--- src/rtl/piccolo80_keysched.sv ---
// piccolo80_keysched: Piccolo-80 round-key pair and whitening-key generator (optional decrypt ordering via PICCOLO_KS_DEC_EN)
module piccolo80_keysched #(
  parameter int ROUNDS = 25
) (
  input  logic        clk,
  input  logic        reset,
  input  logic        start,
  input  logic [0:79] key,
  input  logic        dec,
  output logic        busy,
  output logic        rk_valid,
  input  logic        rk_ready,
  output logic [0:31] rk,
  output logic [4:0]  rk_idx,
  output logic [0:31] wk_pre,
  output logic [0:31] wk_post,
  output logic        done
);
  typedef enum logic [1:0] {IDLE, RUN, DONE} state_t;
  localparam logic [4:0] LAST = 5'(ROUNDS - 1);
  state_t      state_q;
  logic [0:79] key_q;
  logic [4:0]  i_q, i_n, i0;
  logic [2:0]  m_q, m_n, m0;
  logic [0:31] rk_q;
  logic [4:0]  rk_idx_q;
  logic        busy_q, valid_q, done_q, last;
  logic        dec_in, dec_s;
  logic [0:31] wk01, wk23;
  function automatic logic [0:31] pair_f(input logic [0:79] k, input logic [4:0] i, input logic [2:0] m, input logic sw);
    logic [4:0]  c;
    logic [0:31] con, sel, r;
    c   = i + 5'd1;
    con = {c, 5'd0, c, 2'b00, c, 5'd0, c} ^ 32'h0F1E2D3C;
    sel = (m == 3'd3) ? {k[64:79], k[64:79]} : (m == 3'd1 || m == 3'd4) ? k[0:31] : k[32:63];
    r   = con ^ sel;
    return sw ? {r[16:31], r[0:15]} : r;
  endfunction
`ifdef PICCOLO_KS_DEC_EN
  logic dec_q;
  assign dec_in = dec;
  assign dec_s  = dec_q;
  // decrypt flag is captured together with the key on an accepted start
  always_ff @(posedge clk or negedge reset)
    if (!reset) dec_q <= 1'b0;
    else if (state_q == IDLE && start) dec_q <= dec;
`else
  logic unused_dec;
  assign unused_dec = dec;
  assign dec_in     = 1'b0;
  assign dec_s      = 1'b0;
`endif
  // next round index and key-word selector, stepping in the schedule direction
  always_comb begin
    i_n  = dec_s ? i_q - 5'd1 : i_q + 5'd1;
    m_n  = dec_s ? ((m_q == 3'd0) ? 3'd4 : m_q - 3'd1) : ((m_q == 3'd4) ? 3'd0 : m_q + 3'd1);
    last = (i_q == (dec_s ? 5'd0 : LAST));
    i0   = dec_in ? LAST : 5'd0;
    m0   = dec_in ? 3'd4 : 3'd0;
  end
  // schedule FSM; rk is precomputed for the index about to be presented
  always_ff @(posedge clk or negedge reset) begin
    if (!reset) begin
      state_q  <= IDLE;
      key_q    <= '0;
      i_q      <= '0;
      m_q      <= '0;
      rk_q     <= '0;
      rk_idx_q <= '0;
      busy_q   <= 1'b0;
      valid_q  <= 1'b0;
      done_q   <= 1'b0;
    end else begin
      case (state_q)
        IDLE: if (start) begin
          state_q  <= RUN;
          key_q    <= key;
          i_q      <= i0;
          m_q      <= m0;
          rk_q     <= pair_f(key, i0, m0, 1'b0);
          rk_idx_q <= i0;
          busy_q   <= 1'b1;
          valid_q  <= 1'b1;
        end
        RUN: if (rk_ready) begin
          if (last) begin
            state_q <= DONE;
            busy_q  <= 1'b0;
            valid_q <= 1'b0;
            done_q  <= 1'b1;
          end else begin
            i_q      <= i_n;
            m_q      <= m_n;
            rk_q     <= pair_f(key_q, i_n, m_n, dec_s & i_n[0]);
            rk_idx_q <= i_n;
          end
        end
        default: begin
          state_q <= IDLE;
          done_q  <= 1'b0;
        end
      endcase
    end
  end
  assign wk01     = {key_q[0:7], key_q[24:31], key_q[16:23], key_q[8:15]};
  assign wk23     = {key_q[64:71], key_q[56:63], key_q[48:55], key_q[72:79]};
  assign wk_pre   = dec_s ? wk23 : wk01;
  assign wk_post  = dec_s ? wk01 : wk23;
  assign rk       = rk_q;
  assign rk_idx   = rk_idx_q;
  assign busy     = busy_q;
  assign rk_valid = valid_q;
  assign done     = done_q;
endmodule

--- config.mk ---
export PLATFORM = sky130hd
export DESIGN_NAME = piccolo80_keysched
export DESIGN_NICKNAME = d
export VERILOG_FILES = /design/src/rtl/piccolo80_keysched.sv
export SDC_FILE = /design/constraint.sdc
export NUM_CORES = 1
export LEC_CHECK = 0
export CAP_MARGIN = 20
export CORE_UTILIZATION = 45
export CTS_CLUSTER_SIZE = 20
export DETAILED_ROUTE_END_ITERATION = 16
export GPL_TIMING_DRIVEN = 0
export PLACE_DENSITY = 0.86
export REMOVE_ABC_BUFFERS = 1
export SYNTH_ARGS = -nofsm -noshare
export SYNTH_HDL_FRONTEND = slang
export SYNTH_SLANG_ARGS = --single-unit
--- constraint.sdc ---
create_clock -name clk -period 5.78 [get_ports clk]
set_input_delay 1.156 -clock clk [delete_from_list [all_inputs] [get_ports clk]]
set_output_delay 1.156 -clock clk [all_outputs]
set_load 0.02 [all_outputs]
==> results.txt <==
* Result of the run: finished, final reports clean
* Static Leak: 3.966 nW
- Detailed placement ended at an HPWL of 11.86 mm.
- The synthesized design contains 124 register bits.
- Minimum clock period: 3.225 ns
* Achievable Freq: 310.1 MHz
* Nature of the critical path endpoint: flip-flop
- TritonCTS built the clock tree.
- Largest net degree at the start of global routing: 82
- For the pin with the worst max-slew slack, the measured transition is 1.050 ns.
- Counting both buffers and inverters, the worst setup path holds a total of 1.
* Routability congestion estimate: 0.7825
- The detailed router put a total of 7.734 mm of wire on met1.
- Post-CTS Repair Setup Buffers: 0
- Setup violations remaining at the end of the flow were counted as 0.
- Setup repair after global routing missed its margin: no
- Across all layers, the routed design uses 5,870 vias.
- Post-cts gate resize count: 0
* Initial standard-cell utilization of the core: 46.56%
- Register-to-register setup slack: 2.65 ns
- Pin placement for this block handled 189 I/O pins.
* Asr flop ratio synth: 100.0%
- Number of global-route vias before repair: 5,742
* Cell type group with the largest total delay on the critical path: compound AO/OA/AOI/OAI gates
* Floorplan die area: 0.01496 mm2
- Syn avg cell area: 8.317 um2
- DRC violation total after the first TritonRoute iteration: 441
- The commonest cells after synthesis are nand2_1, dfrtp_1, buf_4.
- In the final design database the tool counted 978 nets.
* Maximum clock path buffer count: 2
* Wire length of the first global-routing pass: 29.26 mm
- Slew Limit Headroom: 29.82%
- Req. time, crit path: 6.12 ns
* Routed length on met3: 1.172 mm
- STA classifies the critical path startpoint as an input pin.
- In the post-synthesis netlist, the cell with the most instances is nand2_1.
* Worst path max stage delay: 0.76 ns
* Gate Count Post-Synth: 783
- Final setup skew: 0.006346 ns
* Fraction of layout instances using a drive strength above 1: 5.451%
- Global routing used 25.52% of the available tracks across all layers.
- After synthesis the cells add up to 0.006512 mm2.
* Final Cycle Share: 55.79%
* Slew Limit Fails: 0
* Count of H-tree levels built during CTS: 4
- Number of design rule violations left after detail routing: 0
- Relative to the synthesized area, the layout overhead comes to 33.10%.
- The number of antenna violations at the first check in global routing came to 0.
* Clk Latency, worst-skew pair: 0.41 ns
- Wire length per cell: 17.05 um
- Of all cell types, the one taking the most synthesized area is dfrtp_1.
* Ys Warns: 0
- Clock tree synthesis selected as its root buffer the cell clkbuf_16.
- The routed design uses 9.104 mm of met2 wire.
- Commonest register cell after synthesis: dfrtp_1
- Category of the critical setup timing path: input pin to flip-flop
- Number of flops mapped to enable cells by yosys: 0
- Hold is met by 0.4751 ns.
- Number of inserted filler cells in the final layout: 1,167
- Die extent in y: 122.3 um
* Area occupied by registers: 0.003103 mm2
* GR Overflow Total: 0
- Wires add up to 18.40 mm.
- Using the TritonRoute via totals, the vias-per-cell ratio works out to 5.440.
* Total inserted antenna cells: 0
* Clock-pin transition on the worst setup and hold timing paths: 0.05 ns
* Top sig layer: met4
- The largest individual stage delay along the critical path comes from the cell a21oi_2.
* Library cells used by synthesis: 50
- Horiz. Die Dim: 122.3 um
- DR pass1 iterations: 5
- Peak supply drop: 0.0003418 V
- Post-synthesis sequential area ratio: 47.65%
- Placeable core region: 0.01399 mm2
- Of all nets on the critical path, the largest fanout is 17.
* Remaining antenna violation count after routing: 0
- Number of buffers added by the clock tree synthesis step: 17
- Counting stages on the worst path, the most repeated cell is nand3_1.
* Placement Rows: 43
- The final hold violation count came to 0.
- In this run the power density over the cells is 672.3 mW/mm2.
- Across the run, the number of max-cap violations was 0.
- STA puts the critical path data arrival time at 3.57 ns.
- Number of clock sinks seen by CTS: 124
- By area the synthesized netlist is led by dfrtp_1, nand2_1, buf_4, a21oi_1, o21ai_0.
- The critical path goes through clkdlybuf4s50_1 > nand3_1 > a21oi_2 > nand3_1 > mux2_2 > nand3_1.
- Buffers placed on the I/O ports in this run total 187.
- Cells fill 61.97% of the core in the end.
- Summed over its instances, the top area cell type makes up 47.65% of the synthesized netlist area.
- In the final layout, the multi-input gates occupy 0.002720 mm2.
* Count of hold buffers inserted by post-cts repair: 0
- Path type of the worst min-delay path: flip-flop to flip-flop
- Adding up every negative setup slack in the final design gives 0 ns.
-- logic make-up (layout without fill, tap and decap cells) --
group                      Yosys count  count (layout)  share of synthesized area [%]
and+or+nand+nor                    392             392                          24.84
adders and majority gates            6               6                          1.153
muxes                               15              15                          2.498
AOI/OAI and AO/OA                  129             129                          12.22
xor gates and xnor gates             5               5                         0.6724
buffers and inverters              112             228                          10.97
DFF                                124             124                          47.65
-- final timing paths --
path / startpoint / end / cells after the start
setup reg to reg: state_q[1]$_DFFE_PN0P_ / rk[30]$_DFFE_PN0P_ / 6
max in group asynchronous: reset / key_q[46]$_DFFE_PN0P_ / 2
hold / removal: rk[5]$_DFFE_PN0P_ / rk[5]$_DFFE_PN0P_ / 1
hold reg to reg: rk[5]$_DFFE_PN0P_ / rk[5]$_DFFE_PN0P_ / 1
min in group asynchronous: reset / key_q[39]$_DFFE_PN0P_ / 1
setup / recovery: rk_ready / rk[21]$_DFFE_PN0P_ / 6
-- per-stage QoR --
stage / instances / area (um2) / setup WS [ns] / power [W]
finish: 1079 / 8668 / 2.555 / 0.005828
global route: 1079 / 8668 / 2.412 / 0.006219
CTS: 1079 / 8668 / 2.573 / 0.005856
detailed placement: 1048 / 8055 / 2.178 / 0.004725
global placement: 1043 / 7914 / -1.395 / 0.004559
floorplan: 676 / 5817 / 1.512 / 0.003362
-- cells in the final DEF (no fill, tap or decap), types with 6 or more instances in the layout --
cell type / count
a21oi_1: 39
a31oi_1: 8
ha_1: 6
nor3_1: 18
clkdlybuf4s50_1: 186
nand3_1: 17
dfrtp_1: 124
a21o_1: 7
mux2i_1: 10
o21ai_0: 35
clkbuf_16: 17
nor2_1: 22
a211oi_1: 7
nand2_1: 305
-- cell type report --
class                           count  share of cell area [%]
Clock buffer                       25                   5.831
Clock inverter                      6                   1.241
Inverter                            5                  0.2165
Multi-Input combinational cell    547                   31.38
Sequential cell                   124                   35.80
Tap cell                          180                   2.598
Timing Repair Buffer              192                   22.94
-- power by group --
part	internal, W	total [W]	switching [W]
clock	0.000732	0.00111	0.000374
combinational	0.00135	0.00311	0.00176
sequential	0.00129	0.00161	0.000325
-- registers in the layout, indices dropped and copies added (netlist names) --
register / flops
key_q: 80
rk: 32
rk_idx: 5
m_q: 3
state_q: 2
done: 1
rk_valid: 1
-- per-layer routing --
| layer | track usage (%) | up-vias |
|---|---|---|
| li1 | - | 2750 |
| met1 | 32.29 | 2854 |
| met2 | 41.71 | 236 |
| met3 | 5.623 | 30 |
| met4 | 11.43 | 0 |
| met5 | 0 | - |
No activity file was read; power rests on OpenSTA's default activity.
